<file path="config.mk">
export PLATFORM = sky130hd
export DESIGN_NAME = auto_nav_scheduler
export DESIGN_NICKNAME = d
export VERILOG_FILES = /design/src/rtl/auto_nav_scheduler.sv
export SDC_FILE = /design/constraint.sdc
export NUM_CORES = 1
export LEC_CHECK = 0
export BUFFER_PORTS_ARGS = -buffer_cell sky130_fd_sc_hd__buf_4
export CORE_MARGIN = 2
export CORE_UTILIZATION = 58
export DETAILED_ROUTE_END_ITERATION = 16
export MAX_ROUTING_LAYER = met4
export PLACE_DENSITY_LB_ADDON = 0.3
export SYNTH_ARGS = -nofsm -noshare
export SYNTH_HDL_FRONTEND = slang
export SYNTH_SLANG_ARGS = --single-unit
export TNS_END_PERCENT = 30
</file>
<file path="constraint.sdc">
create_clock -name clk -period 3.4 [get_ports clk]
set_input_delay 0.51 -clock clk [delete_from_list [all_inputs] [get_ports clk]]
set_output_delay 0.51 -clock clk [all_outputs]
set_load 0.02 [all_outputs]
</file>
<file path="src/rtl/auto_nav_scheduler.sv">
// Auto-drive sequencer: debounces the obstacle detectors, picks a manoeuvre with a
// right-hand-wall rule, and handshakes trigger pulses with the turning unit.
//
// state    | meaning
// ---------+-----------------------------------------------------------
// IDLE     | auto-drive off, all outputs low, turn_count held
// SETTLE   | driving forward after a turn/pass, detectors ignored
// CRUISE   | driving forward along a corridor (V == 011)
// SCAN     | stopped, debouncing the detector vector
// ISSUE    | one-cycle trigger pulse to the turning unit
// WAIT_ACK | waiting for is_turning to rise, bounded by ACK_TIMEOUT
// TURNING  | turning unit busy, waiting for it to finish
// FAULT    | turning unit never acknowledged; only rst or enable=0 exit
module auto_nav_scheduler #(
  parameter int unsigned DEBOUNCE      = 10,
  parameter int unsigned SETTLE_CYCLES = 500,
  parameter int unsigned ACK_TIMEOUT   = 5
) (
  input  logic       clk,
  input  logic       rst,
  input  logic       enable,
  input  logic       detect_front,
  input  logic       detect_left,
  input  logic       detect_right,
  input  logic       is_turning,
  output logic       trigger_turn_left,
  output logic       trigger_turn_right,
  output logic       trigger_turn_back,
  output logic       move_forward,
  output logic       fault,
  output logic [2:0] state,
  output logic [7:0] turn_count
);

  typedef enum logic [2:0] {
    S_IDLE     = 3'd0,
    S_SETTLE   = 3'd1,
    S_CRUISE   = 3'd2,
    S_SCAN     = 3'd3,
    S_ISSUE    = 3'd4,
    S_WAIT_ACK = 3'd5,
    S_TURNING  = 3'd6,
    S_FAULT    = 3'd7
  } state_t;

  typedef enum logic [1:0] {
    TURN_NONE  = 2'd0,
    TURN_LEFT  = 2'd1,
    TURN_RIGHT = 2'd2,
    TURN_BACK  = 2'd3
  } turn_t;

  localparam logic [15:0] DEBOUNCE_C = 16'(DEBOUNCE);
  localparam logic [15:0] SETTLE_C   = 16'(SETTLE_CYCLES);
  localparam logic [15:0] ACK_C      = 16'(ACK_TIMEOUT);
  localparam logic [2:0]  CORRIDOR   = 3'b011;

  state_t      state_q, state_d;
  turn_t       code_q, code_d;
  logic [15:0] cnt_q, cnt_d;
  logic [15:0] cnt_inc;
  logic [15:0] scan_cnt;
  logic [2:0]  v, v_prev;
  logic [7:0]  turn_count_d;

  assign v       = {detect_front, detect_left, detect_right};
  assign cnt_inc = cnt_q + 16'd1;

  // Debounce count this cycle would reach; saturates so a held is_turning cannot wrap it.
  always_comb begin
    if ((cnt_q == 16'd0) || (v != v_prev))
      scan_cnt = 16'd1;
    else if (cnt_q >= DEBOUNCE_C)
      scan_cnt = DEBOUNCE_C;
    else
      scan_cnt = cnt_inc;
  end

  always_comb begin
    state_d      = state_q;
    code_d       = code_q;
    cnt_d        = cnt_q;
    turn_count_d = turn_count;

    case (state_q)
      S_IDLE: begin
        cnt_d = 16'd0;
        if (enable)
          state_d = S_SCAN;
      end

      S_SCAN: begin
        if (scan_cnt >= DEBOUNCE_C) begin
          cnt_d = DEBOUNCE_C;
          if (!is_turning) begin
            if (v == CORRIDOR) begin
              state_d = S_CRUISE;
            end else if (!v[0]) begin
              code_d  = TURN_RIGHT;
              state_d = S_ISSUE;
            end else if (!v[2]) begin
              state_d = S_SETTLE;
            end else if (!v[1]) begin
              code_d  = TURN_LEFT;
              state_d = S_ISSUE;
            end else begin
              code_d  = TURN_BACK;
              state_d = S_ISSUE;
            end
          end
        end else begin
          cnt_d = scan_cnt;
        end
      end

      S_ISSUE: begin
        state_d = S_WAIT_ACK;
      end

      S_WAIT_ACK: begin
        // An acknowledge on the timeout cycle still wins over the fault.
        if (is_turning) begin
          state_d      = S_TURNING;
          turn_count_d = turn_count + 8'd1;
        end else if (cnt_inc >= ACK_C) begin
          state_d = S_FAULT;
        end else begin
          cnt_d = cnt_inc;
        end
      end

      S_TURNING: begin
        if (!is_turning)
          state_d = S_SETTLE;
      end

      S_SETTLE: begin
        if (cnt_inc >= SETTLE_C)
          state_d = S_CRUISE;
        else
          cnt_d = cnt_inc;
      end

      S_CRUISE: begin
        if (v != CORRIDOR)
          state_d = S_SCAN;
      end

      S_FAULT: begin
        state_d = S_FAULT;
      end

      default: begin
        state_d = S_IDLE;
      end
    endcase

    if (!enable) begin
      state_d      = S_IDLE;
      turn_count_d = turn_count;
    end

    // Every state entry starts its timer from zero.
    if (state_d != state_q)
      cnt_d = 16'd0;
  end

  // Outputs are decoded from the next state and registered alongside it.
  always_ff @(posedge clk) begin
    if (rst) begin
      state_q            <= S_IDLE;
      code_q             <= TURN_NONE;
      cnt_q              <= 16'd0;
      v_prev             <= 3'b000;
      turn_count         <= 8'd0;
      trigger_turn_left  <= 1'b0;
      trigger_turn_right <= 1'b0;
      trigger_turn_back  <= 1'b0;
      move_forward       <= 1'b0;
      fault              <= 1'b0;
    end else begin
      state_q            <= state_d;
      code_q             <= code_d;
      cnt_q              <= cnt_d;
      v_prev             <= v;
      turn_count         <= turn_count_d;
      trigger_turn_left  <= (state_d == S_ISSUE) && (code_d == TURN_LEFT);
      trigger_turn_right <= (state_d == S_ISSUE) && (code_d == TURN_RIGHT);
      trigger_turn_back  <= (state_d == S_ISSUE) && (code_d == TURN_BACK);
      move_forward       <= (state_d == S_SETTLE) || (state_d == S_CRUISE);
      fault              <= (state_d == S_FAULT);
    end
  end

  assign state = state_q;

endmodule

</file>
# After elaboration in Yosys (flattened, before gate mapping)
# Index checks and enable logic that the tools add are counted.
# op_classes
magnitude_cmp	4
muxes	26
eq_ne	21
multipliers	0
div	0
n_bitwise	0
reduce_logical	11
addsub	2
shifts	0
# op_table
cell	n
$mux 16	6
$pmux 16 s4	1
$mux 3	11
$ge 16x4->1 const B	2
$pmux 3 s8	1
$eq 3x3->1 const B	6
$add 16x1->16 const B	1
$ge 16x3->1 const B	1
$ge 16x9->1 const B	1
$logic_not 16->1	1
$mux 2	7
$eq 3x2->1 const B	4
$add 8x1->8 const B	1
$eq 3x1->1 const B	2
$ne 2x2->1 const B	3
$ne 3x3->1	2
$eq 2x2->1 const B	2
$reduce_and 4->1	1
$reduce_bool 4->1	1
$logic_and 1x1->1	3
$logic_not 3->1	1
$ne 3x2->1 const B	1
$reduce_and 3->1	1
$eq 2x1->1 const B	1
2 further kinds	3
# totals
mem_bits_ro	0
output_inout_bits	16
ramBits	0
n_memories	0
latch_bits	0
register_bits	37
in_bits	7
word_cells	74

# Longest topological paths before layout
# logic_depth
word_depth	9
ltp_mapped	13
ltp_nobuf	10

# Worst setup path before layout
# OpenSTA, ideal clock, no wires.
# synth_timing
path_kind	reg2reg
start	register cnt_q[1]
end	register cnt_q[2]
arrival_ns	2.671
slack_ns	0.659
stages_incl_launch_ff	11
required_time_ns	3.330
setup_time_ns	0.070
path_cell_list	dfxtp_1 > ha_1 > clkbuf_1 > nand3_1 > nor2_2 > o21ai_0 > a211oi_2 > o211ai_2 > o22a_1 > or4b_1 > a21oi_1
# synth_via
elab_chain_len	9
elab_cells_between_ends	25
cone_classes	1 x add/sub; 4 x order compare; 3 x eq/ne; 13 x mux; 4 x reduce/logical
# synth_rtl
item	line_no	text
start: declaration	60	logic [15:0] cnt_q, cnt_d;
start signal: assignment	184	cnt_q <= cnt_d;
$add 16x1->16, or another cell as far along	67	assign cnt_inc = cnt_q + 16'd1;
$mux 16 or $logic_or 1x1->1 (tied branches)	73, 71	
$mux 16	71	if ((cnt_q == 16'd0) || (v != v_prev))
$ge 16x4->1	93	if (scan_cnt >= DEBOUNCE_C) begin
$mux 3	93	
$pmux 3 s8	85	case (state_q)
$mux 3	158	if (!enable) begin
$ne 3x3->1	164	if (state_d != state_q)
$reduce_or 2->1 (no source line)	n/a	
# Several ways; a longest one is shown, not always the timed one. The select of a mux whose other input is x is not followed.
# A chain may end at the register's enable or synchronous reset.

# Worst setup path in the final report
# layout_timing
start	register cnt_q[0]
end	register cnt_q[2]
# Same word-level chain as after synthesis.

==> impl_metrics.ini <==
[global_routing]
grt_max_degree = 19
grt_usage = 0.2545
antenna_found_initial = 0
overflow = 0
grt_first_pass_wirelength_um = 8286
grt_pass1_vias = 1815

[sta]
period_needed_ns = 3.156
finalHoldViolations = 0
final-setup-viol-count = 0
final.period_utilization = 0.9282
maxSlewHeadroom = 0.4838
rsz0062_at_grt = no
fmax_mhz = 316.9
finalMaxSlewViolations = 0
fin_setup_tns_ns = 0
finClkSkew_ns = 0.005157
worstMarginPinSlew_ns = 0.7672

[yosys]
synth_top_family_by_area = simple AND/OR/NAND/NOR gates
syn-num-nets = 298
synth-compound-area-share = 0.1939
synthFlopType = dfxtp_1
async_reset_ff_frac = 0
netlist_area_um2 = 2181
synthXorXnorAreaFrac = 0.06426
synthAdderAreaFrac = 0.02869
synth_area_per_cell_um2 = 7.625
synth-edff-count = 0
synth_simple_gate_area_share = 0.3362
ys_warn_count = 0
synthMuxAreaShare = 0.004590
ys_ff_latch = 35
synth-seq-area-share = 0.3213
postSynthCellCount = 286
synth.distinct_cells = 56

[clock_tree]
clock-sinks = 35
cts-root-buf = clkbuf_8
clockBufferDepth = 2
cts_tree = yes
htree_levels = 2
clkLatencyLatePin_ns = 0.30
cts_buffers = 5
clkTransAtPathRegs_ns = 0.08
cts_hold_buf = 0

[floorplan]
core_um2 = 3633
rows = 22
dieArea_um2 = 4267
fp.dieW_um = 65.32
num_io_pins = 23
fp.dieH_um = 65.32
initial_core_util = 0.6002

[detailed_routing]
viasPerCell = 5.966
vias = 2082
drt_pass1_iterations = 4
drt-total-wl_um = 4803
drc = 0
ant_nets = 0
post_drt_wl_per_cell_um = 13.76
drtIter0Drc = 162

[setup_path]
crit_fanout = 9
end_kind = flip-flop
cp_data_required_time_ns = 3.63
crit_arrival_ns = 3.38
path_class = flip-flop to flip-flop
critPathLaunchType = flip-flop

[cells_and_area]
diodes = 0
layout-drive-gt1-share = 0.1528
area_growth_syn_to_layout_pct = 12.91
fill_cells = 313
final_util = 0.6777
final_common_cell = nor2_1
final_cell_area_um2 = 2462
fin_nets = 312
layout_common_cells = nor2_1, dfxtp_1, nand2_1

[placement]
port_buffers = 22
hpwl_um = 3364
globalplace.congestion = 0.8941
place_area_um2 = 2344

[pwr]
powerDensity_nw_per_um2 = 365.1
leakage_nw = 0.9668
ir_drop_v = 0.0003065

[status]
status = completed

[worst_hold_path]
hold_path.class = input port to flip-flop

[run]
cap_violations = 0
[critical path, cell delays in order (launching register included)]
cell	delay [ns]
dfxtp_1	0.51
inv_1	0.14
ha_1	0.23
a211oi_1	0.27
a31oi_1	0.08
or3_1	0.38
a211oi_2	0.22
o211ai_2	0.21
o22a_1	0.37
or4b_1	0.53
a21oi_1	0.14
[synthesized netlist by cell type (2+ instances only)]
master	instances	area share
ha_1	5	0.029
inv_1	7	0.012
nor2_1	36	0.062
a21oi_1	24	0.055
nor3_1	9	0.021
xor2_1	9	0.036
o21ai_0	9	0.021
a211oi_1	2	0.0069
clkbuf_1	10	0.017
o21ai_1	5	0.011
and2_1	2	0.0057
dfxtp_1	35	0.32
a31oi_1	5	0.014
o31ai_1	3	0.010
buf_2	5	0.011
a21o_1	2	0.0069
nand3_1	10	0.023
and3_1	3	0.0086
xnor2_1	7	0.028
or4_1	4	0.014
nor4_1	8	0.023
or2_2	3	0.0086
nand4_1	7	0.020
nor2b_1	4	0.011
nand2b_1	7	0.020
o21a_1	3	0.010
or3_1	6	0.017
nand4_2	2	0.011
nand2_1	27	0.046
[timing repair]
| item | in CTS | in global routing |
|---|---|---|
| buffers inserted | 0 | 0 |
| endpoints found under the hold margin | 0 | 0 |
| gates resized for setup | 0 | 1 |
| endpoints found under the setup margin | 0 | 6 |
[routing by layer]
metal  vias to the layer above  track usage  share of wire
met1                       969       0.3298           0.46
met5                         -            -              0
met3                         7      0.07192          0.052
met2                        60       0.3980           0.48
li1                       1046            -              -
met4                         0      0.05469          0.013
[worst paths after layout]
check / startpoint / end / slack, ns / cells after the start
max: cnt_q[0] / cnt_q[2] / 0.24 / 10
min: detect_left / trigger_turn_left / 0.42 / 2
max reg2reg: cnt_q[0] / cnt_q[2] / 0.24 / 10
min reg2reg: cnt_q[15] / cnt_q[15] / 0.47 / 2
[state kept, by name, indices dropped and copies added, names as in the netlist]
| register | cells |
|---|---|
| trigger_turn_back | 1 |
| turn_count | 8 |
| cnt_q | 16 |
| state | 3 |
| fault | 1 |
| trigger_turn_right | 1 |
| v_prev | 3 |
| move_forward | 1 |
| trigger_turn_left | 1 |
[power breakdown]
part | internal (W) | switching (W)
sequential | 0.000414 | 0.00000881
clock | 0.000222 | 0.000168
combinational | 0.0000331 | 0.0000529
total | 0.000670 | 0.000229
[final cells by class]
| cell class | count | area (um^2) | area share |
|---|---|---|---|
| Tap cell | 48 | 60.06 | 0.02439 |
| Clock inverter | 3 | 47.55 | 0.01931 |
| Clock buffer | 5 | 68.82 | 0.02795 |
| Sequential cell | 35 | 700.7 | 0.2846 |
| Timing Repair Buffer | 25 | 187.7 | 0.07622 |
| Multi-Input combinational cell | 226 | 1371 | 0.5569 |
| Inverter | 7 | 26.28 | 0.01067 |
[cells by family (layout without fill, tap and decap cells)]
| family | count (synthesis) | in the layout |
|---|---|---|
| xor gates and xnor gates | 16 | 16 |
| and+or+nand+nor | 139 | 139 |
| AOI/OAI and AO/OA | 65 | 65 |
| DFF | 35 | 35 |
| muxes | 1 | 1 |
| adders and majority gates | 5 | 5 |
| buffers and inverters | 25 | 40 |
[through the flow]
step           hold slack [ns]  power [W]  setup slack (ns)  std cells
3_3_place_gp            0.4572  0.0005155            0.2696        341
4_1_cts                 0.4255  0.0009029            0.2342        349
5_1_grt                 0.4274  0.0009418           0.01970        349
3_5_place_dp            0.4552  0.0005169            0.2706        341
6_report                0.4219  0.0008991            0.2442        349
2_1_floorplan           0.4346  0.0004912            0.6589        286
Power figures use the tool's default switching activity.
